--- src/rtl/sh7034_macw_seq.sv ---
// sh7034_macw_seq: MAC.W @Rm+,@Rn+ operand sequencer; reads both halfwords, posts Rm/Rn
// writebacks and feeds MB then MA to the multiplier write port.
module sh7034_macw_seq (
  input  logic        CLK,
  input  logic        RST_N,
  input  logic        CE_R,
  input  logic        CE_F,
  input  logic        RES_N,
  input  logic        START,
  input  logic        S_BIT,
  input  logic        SAME_REG,
  input  logic [31:0] RM_VAL,
  input  logic [31:0] RN_VAL,
  output logic [27:0] MEM_A,
  output logic [3:0]  MEM_BA,
  output logic        MEM_REQ,
  input  logic [31:0] MEM_DI,
  input  logic        MEM_BUSY,
  output logic [31:0] RM_NEW,
  output logic        RM_WE,
  output logic [31:0] RN_NEW,
  output logic        RN_WE,
  output logic [1:0]  MAC_SEL,
  output logic [3:0]  MAC_OP,
  output logic        MAC_S,
  output logic        MAC_WE,
  output logic [27:0] MAC_A,
  output logic [31:0] MAC_DI,
  output logic        BUSY,
  input  logic        STS_REQ,
  output logic        STALL,
  output logic        ADDR_ERR
);
  typedef enum logic [2:0] {IDLE, RD_N, WB, RD_M, WA} state_t;
  state_t state_q, state_d;
  logic [31:0] rm_q, rm_d, rn_q, rn_d, dbuf_q, dbuf_d;
  logic [27:0] addr_q, addr_d, m_addr;
  logic s_q, s_d, same_q, same_d, post_q, post_d;
  logic rd_n, rd_m, mac_wr, unused;
  assign unused = CE_F;
  // with SAME_REG the second read follows the already-incremented Rn
  assign m_addr = same_q ? rn_q[27:0] + 28'd2 : rm_q[27:0];
  assign rd_n = state_q == RD_N;
  assign rd_m = state_q == RD_M;
  assign mac_wr = state_q == WB || state_q == WA;
  assign BUSY = state_q != IDLE;
  assign MEM_REQ = rd_n | (rd_m & ~m_addr[0]);
  assign MEM_A = rd_n ? rn_q[27:0] : (MEM_REQ ? m_addr : 28'd0);
  assign MEM_BA = !MEM_REQ ? 4'b0000 : (MEM_A[1] ? 4'b0011 : 4'b1100);
  // strobes are consumed on the CE_R edge, so a soft reset on that edge kills them
  assign RN_WE = rd_n & ~MEM_BUSY & RES_N;
  assign RN_NEW = rd_n ? rn_q + 32'd2 : 32'd0;
  assign RM_WE = rd_m & ~m_addr[0] & ~MEM_BUSY & RES_N;
  assign RM_NEW = !rd_m ? 32'd0 : (same_q ? rn_q + 32'd4 : rm_q + 32'd2);
  assign ADDR_ERR = RES_N & ((state_q == IDLE & START & RN_VAL[0]) | (rd_m & m_addr[0]));
  assign MAC_WE = mac_wr & RES_N;
  assign MAC_SEL = state_q == WB ? 2'b10 : (state_q == WA ? 2'b01 : 2'b00);
  assign MAC_OP = mac_wr ? 4'b1011 : 4'b0000;
  assign MAC_S = BUSY & s_q;
  assign MAC_A = mac_wr ? addr_q : 28'd0;
  assign MAC_DI = mac_wr ? dbuf_q : 32'd0;
  assign STALL = STS_REQ & (BUSY | post_q);
  always_comb begin
    state_d = state_q;
    rm_d = rm_q;
    rn_d = rn_q;
    s_d = s_q;
    same_d = same_q;
    dbuf_d = dbuf_q;
    addr_d = addr_q;
    post_d = 1'b0;
    if (!RES_N) state_d = IDLE;
    else if (state_q == IDLE && START) begin
      rm_d = RM_VAL;
      rn_d = RN_VAL;
      s_d = S_BIT;
      same_d = SAME_REG;
      state_d = RN_VAL[0] ? IDLE : RD_N;
    end else if (rd_n && !MEM_BUSY) begin
      dbuf_d = MEM_DI;
      addr_d = rn_q[27:0];
      state_d = WB;
    end else if (state_q == WB) state_d = RD_M;
    else if (rd_m && m_addr[0]) state_d = IDLE;
    else if (rd_m && !MEM_BUSY) begin
      dbuf_d = MEM_DI;
      addr_d = m_addr;
      state_d = WA;
    end else if (state_q == WA) begin
      post_d = 1'b1;
      state_d = IDLE;
    end
  end
  always_ff @(posedge CLK or negedge RST_N)
    if (!RST_N) begin
      state_q <= IDLE;
      rm_q <= '0;
      rn_q <= '0;
      s_q <= 1'b0;
      same_q <= 1'b0;
      dbuf_q <= '0;
      addr_q <= '0;
      post_q <= 1'b0;
    end else if (CE_R) begin
      state_q <= state_d;
      rm_q <= rm_d;
      rn_q <= rn_d;
      s_q <= s_d;
      same_q <= same_d;
      dbuf_q <= dbuf_d;
      addr_q <= addr_d;
      post_q <= post_d;
    end
endmodule

--- config.mk ---
export PLATFORM = sky130hd
export DESIGN_NAME = sh7034_macw_seq
export DESIGN_NICKNAME = d
export VERILOG_FILES = /design/src/rtl/sh7034_macw_seq.sv
export SDC_FILE = /design/constraint.sdc
export NUM_CORES = 1
export LEC_CHECK = 0
export CAP_MARGIN = 20
export CORE_MARGIN = 2
export CORE_UTILIZATION = 39
export DETAILED_ROUTE_END_ITERATION = 12
export GPL_ROUTABILITY_DRIVEN = 1
export PLACE_DENSITY = 0.68
export SETUP_SLACK_MARGIN = 0.1
export SYNTH_ARGS = -nofsm -noshare
export SYNTH_HDL_FRONTEND = slang
export SYNTH_SLANG_ARGS = --single-unit
--- constraint.sdc ---
create_clock -name CLK -period 4.6 [get_ports CLK]
set_clock_uncertainty 0.1 [all_clocks]
set_input_delay 0.69 -clock CLK [delete_from_list [all_inputs] [get_ports CLK]]
set_output_delay 0.69 -clock CLK [all_outputs]
set_load 0.005 [all_outputs]
* Word level (Yosys, flattened, before mapping)
Index checks and enable logic that the tools add are counted.
** Word-level totals
- Register bits :: 130
- Bits of input ports :: 106
- Output and inout port bits :: 170
- Word-level logic and storage cells :: 85
** Operators by class
- Add/sub/neg operators :: 4
- Equal/unequal tests :: 7
- Mux-type cells :: 36
- Reductions and logical operators :: 12
- Bitwise gates (word level) :: 18
** Operators with widths (count)
- two-way mux 32 bit :: 8
- two-way mux 28 bit :: 8
- adder 32 x 2 -> 32 bit (second input constant) :: 2
- adder 32 x 3 -> 32 bit (second input constant) :: 1
- adder 28 x 2 -> 28 bit (second input constant) :: 1
- two-way mux 3 bit :: 7
- AND 1 bit :: 12
- two-way mux 4 bit :: 3
- two-way mux 1 bit :: 9
- inequality test 7 x 1 -> 1 bit (second input constant) :: 1
- equality test 3 x 2 -> 1 bit (second input constant) :: 2
- AND reduction 6 bit :: 1
- logical AND 1 bit :: 4
- equality test 3 x 1 -> 1 bit (second input constant) :: 1
- equality test 3 bit (second input constant) :: 1
- zero test 3 bit :: 1
- inverter 1 bit :: 3
- OR 1 bit :: 3
- AND reduction 3 bit :: 1
- nonzero test 3 bit :: 1
- two-way mux 2 bit :: 1
- inequality test 2 x 1 -> 1 bit (second input constant) :: 1
- inequality test 2 bit (second input constant) :: 1
- AND reduction 2 bit :: 1
- 3 further kinds :: 3

* Longest topological paths before layout
- Depth in word-level cells :: 9
- Mapped depth :: 8

* Worst setup path after synthesis
OpenSTA, ideal clock, no wires.
- Path type :: flip-flop to output port
- From :: register rn_q[3]
- To :: output port MEM_A[20]
- Cell stages (with the launch flop) :: 7
- Slack :: 1.811 ns
- Data arrival time :: 1.999 ns
- Buffers on the path :: 0
- Path through :: dfrtp_1 -> ha_1 -> nand3_1 -> or4_1 -> or3_1 -> a31oi_1 -> a22o_1
** Between the ends
- Cells in the longest elaborated chain, start to end :: 4
** RTL lines
- start: declaration :: line 36 : logic [31:0] rm_q, rm_d, rn_q, rn_d, dbuf_q, dbuf_d;
- start signal: assignment :: line 107 : rn_q <= rn_d;
- adder 28 x 2 -> 28 bit :: line 42 : assign m_addr = same_q ? rn_q[27:0] + 28'd2 : rm_q[27:0];
- two-way mux 28 bit :: line 42
- two-way mux 28 bit (2 in series) :: line 48 : assign MEM_A = rd_n ? rn_q[27:0] : (MEM_REQ ? m_addr : 28'd0);
- end: declaration :: line 14 : output logic [27:0] MEM_A,
No other way between the ends.

* Final worst setup path
- From :: register rn_q[4]
- To :: output port MEM_A[20]
Same word-level chain as after synthesis.

==> metrics.md <==
| Metric | Value |
|---|---|
| Die Span Y | `155 um` |
| Setup crit end kind | `output port` |
| DR pass1 iterations | `5` |
| Post-synth top flop | `dfrtp_1` |
| Synth Warn # | `0` |
| Data arrival, critical path | `3540 ps` |
| I/O pin count | `276` |
| Startpoint types | `flip-flop` |
| Setup TNS Final | `0 ps` |
| DRT iter0 DRCs | `855` |
| Rel. slew slack | `25.5%` |
| Max IR drop VDD | `297 uV` |
| Antenna Cells | `0` |
| Post-synthesis cell area | `0.00894 mm^2` |
| Worst-path fanout max | `11` |
| Reg2Reg Depth | `6` |
| EDFF count, synth | `0` |
| Final Setup Violations | `0` |
| Vias per std cell | `5.62` |
| Vias | `9079` |
| Power Density | `597 mW/mm^2` |
| Floorplan core area | `0.0226 mm^2` |
| Routability Congestion | `0.955` |
| Die ar. | `0.0242 mm^2` |
| Num CTS Buffers | `17` |
| Final worst-path cycle share | `94.0%` |
| Port-buffer cells | `273` |
| Multi-input gate area in the final layout | `0.00523 mm^2` |
| Final WL | `33.1 mm` |
| Final ANT Viol Nets | `0` |
| Count leader, synth | `nand2_1` |
| Initial antenna violation count | `0` |
| Max Cap Viol | `0` |
| Gr usage total | `27.0%` |
| Synth area leader | `dfrtp_1` |
| Final net count | `1427` |
| Layout filler cell count | `2136` |
| Syn nets | `1209` |
| Reg-to-reg endpoint | `addr_q[3]` |
| WS Path Type | `reg -> out` |
| Mean Syn Cell Area | `8.13 um^2` |
| Clk buf depth | `2` |
| Setup slack, reg-to-reg | `1480 ps` |
| Hold Crit Class | `in -> async` |
| FF+latch count, synth | `130` |
| Critical path data required time | `3810 ps` |
| Worst Tran Pin Value | `1120 ps` |
| Clock H-tree levels | `4` |
| Max Slew Vio Count | `0` |
| Area Overhead vs Synth | `39.0%` |
| Core Util, Final | `55.1%` |
| CTS tree | `built` |
| Sink Count | `130` |
| Largest net degree at the start of global routing | `76` |
| Initial Util | `39.6%` |
| DRC Markers | `0` |
| # hold bufs at CTS | `0` |
| Number of library cell types mapped by synthesis | `67` |
| Final min period | `4330 ps` |
| Final Hold Fails | `0` |
| Wire per inst | `20.5 um` |
| Post-synth ARST share | `100%` |
| Share of the synthesized area in the top cell type | `36.4%` |
| First-pass GRT wire length | `50.1 mm` |
| P_leak | `4.94 nW` |
| Grt total ovfl | `0` |
| Worst-path clk slew | `60 ps` |
| Storage element area | `0.00325 mm^2` |
| Number of global-route vias before repair | `8655` |
| Share of cells above drive strength 1 | `9.54%` |
| Power Total | `0.00743 W` |
| Num rows | `55` |
| Unrepaired setup endpoints after global routing | `false` |
| Worst R2R Start | `state_q[0]` |
| Post-CTS setup buffer count | `0` |
| Post-Synthesis Cells | `1100` |
| Status | `finished, final reports clean` |
| CTS root buffer | `clkbuf_16` |
| Clock Latency Late Sink | `440 ps` |
| Register area share after synthesis | `36.4%` |
| Leading post-synthesis cells by cell area | `dfrtp_1 (36%), nand2_1 (7.6%), mux2_2 (6.5%)` |
| Die X | `155 um` |
| Fmax | `0.231 GHz` |
| Final HPWL DP | `24.1 mm` |
| Synth cell count leaders | `nand2_1 (182), dfrtp_1 (130), nor2_1 (101)` |
worst max path at each step:
| stage | end | depth (start not counted) | startpoint |
|---|---|---|---|
| 2_1_floorplan | MEM_A[20] | 6 | rn_q[3] |
| 6_report | MEM_A[20] | 6 | rn_q[4] |
| 3_3_place_gp | MEM_A[20] | 6 | rn_q[4] |
| 5_1_grt | MEM_A[20] | 6 | rn_q[4] |
| 3_5_place_dp | MEM_A[20] | 6 | rn_q[4] |
| 4_1_cts | MEM_A[20] | 6 | rn_q[4] |
layout by cell type (no fill, tap or decap), types with 21 or more instances in the layout:
cell type,synthesis,layout
and2_1,72,72
nand4_1,34,34
mux2_2,52,52
a21oi_1,43,43
nand3_1,35,35
dfrtp_1,130,129
nor2_1,101,99
o22ai_1,21,21
buf_4,9,24
clkdlybuf4s50_1,0,272
xor2_1,45,45
o21ai_0,52,52
nand2_1,182,182
xnor2_1,37,37
routing by layer:
layer  wire, um  global-route usage (%)  vias up
met5          0                       0        -
met2      14900                    41.8      453
met3       2890                    5.26       55
met4        742                    8.30        0
li1           -                       -     4266
met1      14600                    38.3     4305
state kept, by name (all words and copies together), names as in the netlist:
name	flops
addr_q	28
post_q	1
rn_q	32
state_q	3
dbuf_q	32
s_q	1
same_q	1
rm_q	32
cell type report:
class	count	area share, %
clock buffer	18	3.53
clock inverter	14	1.37
tap	285	2.87
inverter	16	0.483
multi-input combinational	856	42.1
sequential	130	26.2
timing repair buffer	297	23.5
worst max-delay path, stage by stage (launching register included):
cell	delay, ps
dfrtp_1	570
nand3_1	440
or4_1	670
or3_1	380
a31oi_1	300
a22o_1	230
clkdlybuf4s50_1	510
per-stage QoR:
step | setup WS, ps | instances | cell area, um^2 | hold slack, ps
2_1_floorplan | 1810 | 1100 | 8940 | 294
3_3_place_gp | 775 | 1584 | 11800 | 349
3_5_place_dp | 789 | 1584 | 11800 | 354
4_1_cts | 310 | 1616 | 12400 | 232
5_1_grt | 101 | 1616 | 12400 | 273
6_report | 275 | 1616 | 12400 | 224
kinds of logic (layout without fill, tap and decap cells):
family                     count (synthesis)  in the layout  share of synthesized area, %
and+or+nand+nor                          509            509                          27.9
AOI/OAI and AO/OA                        207            207                          15.0
adders and majority gates                  3              3                         0.420
DFF                                      130            130                          36.4
xor gates and xnor gates                  82             82                          8.03
other                                      1              1                        0.0419
muxes                                     54             54                          6.77
buffers and inverters                    114            345                          5.47
power breakdown:
part | internal [W] | switching [W]
Combinational | 0.00169 | 0.00181
Clock | 0.000833 | 0.000596
Sequential | 0.00169 | 0.000810
Total | 0.00421 | 0.00322
what timing repair did:
action	4_1_cts	5_1_grt
resized for setup	0	1
hold endpoints to repair	0	0
endpoints found under the setup margin	0	1
(Power assumes the default switching activity.)
